File: src/rtl/regfile_sb.sv
// Register file with per-register pending (scoreboard) bits, zero-latency reads
// and same-cycle writeback bypass. Register 0 is hardwired to zero.
module regfile_sb #(
    parameter int XLEN  = 32,
    parameter int NREGS = 32,
    parameter int NRD   = 2,
    localparam int AW   = $clog2(NREGS)
) (
    input  logic                clk,
    input  logic                rst,
    input  logic [NRD*AW-1:0]   rd_addr,
    output logic [NRD*XLEN-1:0] rd_data,
    output logic [NRD-1:0]      rd_ready,
    input  logic                iss_valid,
    input  logic [AW-1:0]       iss_addr,
    input  logic                wb_valid,
    input  logic [AW-1:0]       wb_addr,
    input  logic [XLEN-1:0]     wb_data,
    output logic [AW:0]         pending_cnt
);

    logic [XLEN-1:0] regs [NREGS];
    logic [NREGS-1:0] pending;
    logic [NREGS-1:0] pending_next;
    logic [AW:0]      cnt_next;
    logic             iss_hit;
    logic             wb_hit;
    logic             cnt_inc;
    logic             cnt_dec;

    assign iss_hit = iss_valid && (iss_addr != '0);
    assign wb_hit  = wb_valid && (wb_addr != '0);

    // A writeback only retires the pending bit if no new producer claims the same register.
    assign cnt_inc = iss_hit && !pending[iss_addr];
    assign cnt_dec = wb_hit && pending[wb_addr] && !(iss_hit && (iss_addr == wb_addr));

    always_comb begin
        pending_next = pending;
        if (wb_hit) begin
            pending_next[wb_addr] = 1'b0;
        end
        if (iss_hit) begin
            pending_next[iss_addr] = 1'b1;
        end
        cnt_next = pending_cnt + (AW+1)'(cnt_inc) - (AW+1)'(cnt_dec);
    end

    always_ff @(posedge clk) begin
        if (rst) begin
            for (int i = 0; i < NREGS; i++) begin
                regs[i] <= '0;
            end
            pending     <= '0;
            pending_cnt <= '0;
        end else begin
            if (wb_hit) begin
                regs[wb_addr] <= wb_data;
            end
            pending     <= pending_next;
            pending_cnt <= cnt_next;
        end
    end

    genvar k;
    for (k = 0; k < NRD; k++) begin : g_rd
        logic [AW-1:0]   addr;
        logic            bypass;
        logic [XLEN-1:0] data;
        logic            ready;

        assign addr   = rd_addr[k*AW +: AW];
        assign bypass = wb_hit && (addr == wb_addr);

        // While reset is held the array may still hold stale values, so mask them.
        always_comb begin
            data  = regs[addr];
            ready = !pending[addr];
            if (addr == '0) begin
                data  = '0;
                ready = 1'b1;
            end else if (bypass) begin
                data  = wb_data;
                ready = 1'b1;
            end else if (rst) begin
                data  = '0;
                ready = 1'b1;
            end
        end

        assign rd_data[k*XLEN +: XLEN] = data;
        assign rd_ready[k]             = ready;
    end

endmodule
File: config.mk
export PLATFORM = sky130hd
export DESIGN_NAME = regfile_sb
export DESIGN_NICKNAME = d
export VERILOG_FILES = /design/src/rtl/regfile_sb.sv
export SDC_FILE = /design/constraint.sdc
export NUM_CORES = 2
export LEC_CHECK = 0
export ABC_CLOCK_PERIOD_IN_PS = 5200
export CAP_MARGIN = 25
export CORE_MARGIN = 10
export CORE_UTILIZATION = 55
export DETAILED_ROUTE_END_ITERATION = 16
export PLACE_DENSITY = 0.73
export SLEW_MARGIN = 40
export SYNTH_ARGS = -nofsm -noshare
export SYNTH_HDL_FRONTEND = slang
export SYNTH_SLANG_ARGS = --single-unit
export TNS_END_PERCENT = 100
File: constraint.sdc
create_clock -name clk -period 5.2 [get_ports clk]
set_input_delay 1.3 -clock clk [delete_from_list [all_inputs] [get_ports clk]]
set_output_delay 1.3 -clock clk [all_outputs]
set_load 0.01 [all_outputs]
Yosys cells after proc, flatten, opt, wreduce, memory -nomap -nowiden
Memories as Yosys holds them, arrays and structs flattened.
Index checks and enable logic that the tools add are counted.
- flip-flop bits (word level): 38
- RAM bits: 1024
- output and inout port bits: 72
- memories: 1
- $add $sub $neg: 2
- order comparisons: 6
- equality and inequality tests: 3
- muxes and demuxes: 34
- bitwise logic cells: 3
- reduce and logical (&&, ||, !) cells: 19
- memory list (memory ; words ; bits a word ; read ports ; clocked after Yosys merged registers in ; write ports ; RTL line ; text):
    regs ; 32 ; 32 ; 2 ; 0 ; 32 ; 22 ; logic [XLEN-1:0] regs [NREGS];
- operator list (cell ; number):
    2-to-1 mux 32 bit ; 9
    bitwise AND 32 bit ; 1
    inverter 32 bit ; 1
    bitwise OR 32 bit ; 1
    OR reduction 32 bit ; 1
    < comparator 5 x 6 -> 1 bit (second input constant) ; 4
    binary-select mux 1 bit (select 5 bit) ; 4
    2-to-1 mux 1 bit ; 18
    equality test 5 bit ; 3
    demux 1 bit (select 5 bit) ; 2
    greater-or-equal comparator 5 x 1 -> 1 bit (second input constant) ; 2
    logical AND 1 bit ; 10
    logical NOT 5 bit ; 2
    nonzero test 5 bit ; 2
    adder 6 x 1 -> 6 bit ; 1
    subtractor 6 x 1 -> 6 bit ; 1
    2-to-1 mux 5 bit ; 1
    logical NOT 1 bit ; 4

Logic depth before layout (Yosys ltp)
- word-level depth: 9
- mapped depth: 15
- depth with buffers taken out: 14

Worst setup path after synthesis
No wires, ideal clock.
- path type: input-to-reg
- from: input wb_addr[4]
- to: memory regs[20][0] (enable)
- setup time: 0.473 ns
- data arrival time: 4.472 ns
- data required time: 4.727 ns
- path slack: 0.255 ns
- stages on the path: 4
- cell sequence: buf_2 > buf_1 > nand3b_1 > o31ai_1
- RTL lines (what ; RTL line ; text):
    start, declared ; 17 ; input logic [AW-1:0] wb_addr,
    end, declared ; 22 ;

Worst setup path after layout
- from: input rd_addr[9]
- to: output rd_data[34]
- longest elaborated chain between the ends: 4
- elaborated cells between the ends (all ways): 7
- classes of those cells: eq/ne: 1; mux: 3; reduce/logical: 2; memory: 1
- ends and longest elaborated chain (what ; RTL line ; text):
    start, declared ; 11 ; input logic [NRD*AW-1:0] rd_addr,
    memory read (32 x 32 bit) or equality test 5 bit (tied branches) ; n/a ;
    2-to-1 mux 32 bit or logical AND 1 bit (tied branches) ; 85, 73 ;
    2-to-1 mux 32 bit ; 82 ; end else if (bypass) begin
    2-to-1 mux 32 bit (*) ; 79 ; if (addr == '0) begin
    end, declared ; 12 ; output logic [NRD*XLEN-1:0] rd_data,
Mark *: on every way between the ends. The rest lies on a longest branch, timed or not.

==> flow_summary.json <==
{
  "yosysWarnings": 0,
  "place_hpwl_um": 122000,
  "nets": 4029,
  "clk_pin_slew_ns": 0.06,
  "clock_latency_ns": 0.70,
  "synth_edf_count": 1024,
  "setup_slack_ns": 0.00666,
  "grt_start_max_net_pins": 42,
  "powerDensity_nw_per_um2": 318,
  "port-buffer-count": 127,
  "max-cap-violations": 0,
  "netlist_area_um2": 56100,
  "multiInputGateArea_um2": 23600,
  "switching_share_pct": 24.8,
  "firstDrtPassIters": 8,
  "fmax_mhz": 193,
  "viasPerCell": 7.09,
  "crit_chain": "clkdlybuf4s50_1 -> buf_4 -> nand3b_1 -> buf_12 -> buf_16 -> buf_4 -> o22ai_1 -> nor4_1 -> a22o_1 -> clkdlybuf4s50_1",
  "internal-power_uw": 15800,
  "cp-start-kind": "primary input",
  "tightest_slew_ns": 0.891,
  "grt.overflow.total": 0,
  "worst_setup_path_end_kind": "output port",
  "routed_wl_um": 192000,
  "wl_per_cell_um": 35.4,
  "synth_area_leader_cell": "edfxtp_1",
  "combPwrFrac_pct": 13.8,
  "regArea_um2": 31500,
  "synth-seq-area-share_pct": 56.1,
  "cts_buffers": 110,
  "clockBufferDepth": 3,
  "p_seq_share_pct": 48.2,
  "ant_nets": 0,
  "grt_pass1_vias": 38400,
  "yosysTopAreaCellShare_pct": 54.8,
  "fin_skew_ns": 0.0155,
  "peakVddDrop_v": 0.000305,
  "postLayoutCellArea_um2": 66100,
  "start_util_pct": 55.3,
  "cp.arrival_ns": 3.89,
  "syn_to_final_growth_pct": 17.7,
  "slowest_delay_ns": 0.58,
  "ioPinCount": 128,
  "htreeDepth": 3,
  "p_switching_uw": 5200,
  "antenna_found_initial": 13,
  "cpMaxStageDelayCell": "clkdlybuf4s50_1",
  "synth_cell_types": 54,
  "drive_gt1_share_pct": 30.1,
  "ys_ff_latch": 1062,
  "maxSlewViolCount": 0,
  "hold_buffers": 0,
  "cp.required_ns": 3.90,
  "async_flop_share_pct": 0,
  "cts_tree": "yes",
  "setup_violations": 0,
  "synth.avg_cell_area_um2": 15.1,
  "period_needed_ns": 5.19,
  "period_share_pct": 99.9,
  "track_usage_pct": 32.8,
  "drc": 0,
  "die_area_um2": 115000,
  "critical_path_class": "primary input to output port",
  "netlist_top_cells_area": "edfxtp_1, mux4_2, and2_1",
  "hp-class": "flop to flop",
  "dr_total_vias": 38500,
  "die_h_um": 340,
  "stdcell_count": 5432,
  "dpl.cell_count": 5215,
  "gp_congestion": 0.936,
  "slew_headroom_pct": 40.5,
  "synthCells": 3713,
  "path_max_fanout": 12,
  "core_area_um2": 102000,
  "finalHoldViolCount": 0,
  "leakage_uw": 0.0230,
  "post-route-util_pct": 65.1,
  "dpl_cell_area_um2": 62200,
  "clkPwrFrac_pct": 38.0,
  "run_status": "finished, final reports clean",
  "grt_pass1_wl_um": 273000,
  "synth_flop_cell": "edfxtp_1",
  "dpl_worst_slack_ns": -0.321,
  "cts_sinks": 1062,
  "drt_iter0_drc": 6389,
  "fillers": 7076,
  "core.rowCount": 117,
  "finalSetupTns_ns": 0,
  "die_w_um": 340,
  "root_buffer": "clkbuf_16"
}
## worst paths after layout
kind,from,cells past startpoint,to,slack (ns)
worst max-delay path,rd_addr[9],10,rd_data[34],0.007
worst min-delay path,pending[14]$_SDFF_PP0_,2,pending[14]$_SDFF_PP0_,0.52
worst max register to register,pending[27]$_SDFF_PP0_,13,pending_cnt[4]$_SDFF_PP0_,2.01
worst min register to register,pending[14]$_SDFF_PP0_,2,pending[14]$_SDFF_PP0_,0.52
## flip-flops by register name, indices dropped and copies added (netlist names)
register,cells
pending_cnt,6
regs,1024
pending,32
## layer usage
layer / part of all wire, % / vias up / GRT usage (%)
li1: - / 15000 / -
met1: 33 / 19400 / 41.9
met2: 46 / 3443 / 50.8
met3: 14 / 698 / 9.51
met4: 6.1 / 10 / 17.2
met5: 0.074 / - / 0.458
## cell usage after synthesis (7+ instances only)
master    instances
a22o_1           65
o21ai_0          13
o22ai_1         261
buf_4            16
nand3_1          14
mux2i_1           9
nor4_1           63
nor2_1           45
and2_1          996
inv_1            38
buf_2            91
nand2_1          76
edfxtp_1       1024
buf_1            28
nand3b_1          7
clkbuf_1        272
nor2b_1           7
dfxtp_1          38
xnor2_1          14
mux4_2          549
nor3_1            7
## repair_timing
action,in CTS,in global routing
pin swaps,4,10
cloned,1,1
setup endpoints to repair,50,32
buffers inserted,2,3
resized for setup,45,38
## cell usage in the layout, fill, tap and decap left out, types with 23 or more instances in the layout
cell / count
nor4_1: 39
buf_4: 280
mux4_2: 549
clkinv_2: 24
nand2_1: 47
nand2_2: 28
and2_1: 996
clkbuf_16: 114
dfxtp_1: 38
clkbuf_1: 26
inv_1: 36
nor2_4: 30
o22ai_1: 259
a22o_1: 65
clkdlybuf4s50_1: 86
edfxtp_1: 1024
dlygate4sd2_1: 23
buf_12: 102
conb_1: 32
## logic make-up (layout without fill, tap and decap cells)
family	Yosys count	count (layout)	share of synthesized area, %
flops	1062	1062	56.1
compound gates	371	371	4.49
simple gates	1248	1248	13.4
xor+xnor	19	19	0.296
other cells	1	38	0.00668
fa+ha+maj	7	7	0.169
buf+inv	445	759	3.28
mux	560	560	22.2
## per-stage QoR
stage	hold WS (ns)	power [uW]
3_5_place_dp	0.504	13100
4_1_cts	0.514	20900
3_3_place_gp	0.496	13000
6_report	0.521	21000
5_1_grt	0.541	21500
2_1_floorplan	0.472	11800
## power groups by stage
stage                     combinational (uW)  clock (uW)  sequential, uW
after floorplan                         1590           0           10200
after global placement                  2780           0           10200
after detailed placement                2800           0           10300
after CTS                               2820        7980           10100
after global routing                    2990        8310           10200
final                                   2890        7980           10100
## area by class of cell
cell class / count / area share (%)
clock inverters: 65 / 0.967
inverters: 38 / 0.216
repair buffers: 517 / 8.41
flip-flops and latches: 1062 / 47.7
diodes: 6 / 0.0227
clock buffers: 139 / 4.43
multi-input cells: 2237 / 35.7
well taps: 1368 / 2.59
## critical path: cells and delay by family
kind	cells	cell delay (ns)
buf+inv	6	1.75
simple gates	2	0.54
compound gates	2	0.27
Power figures use the tool's default switching activity.
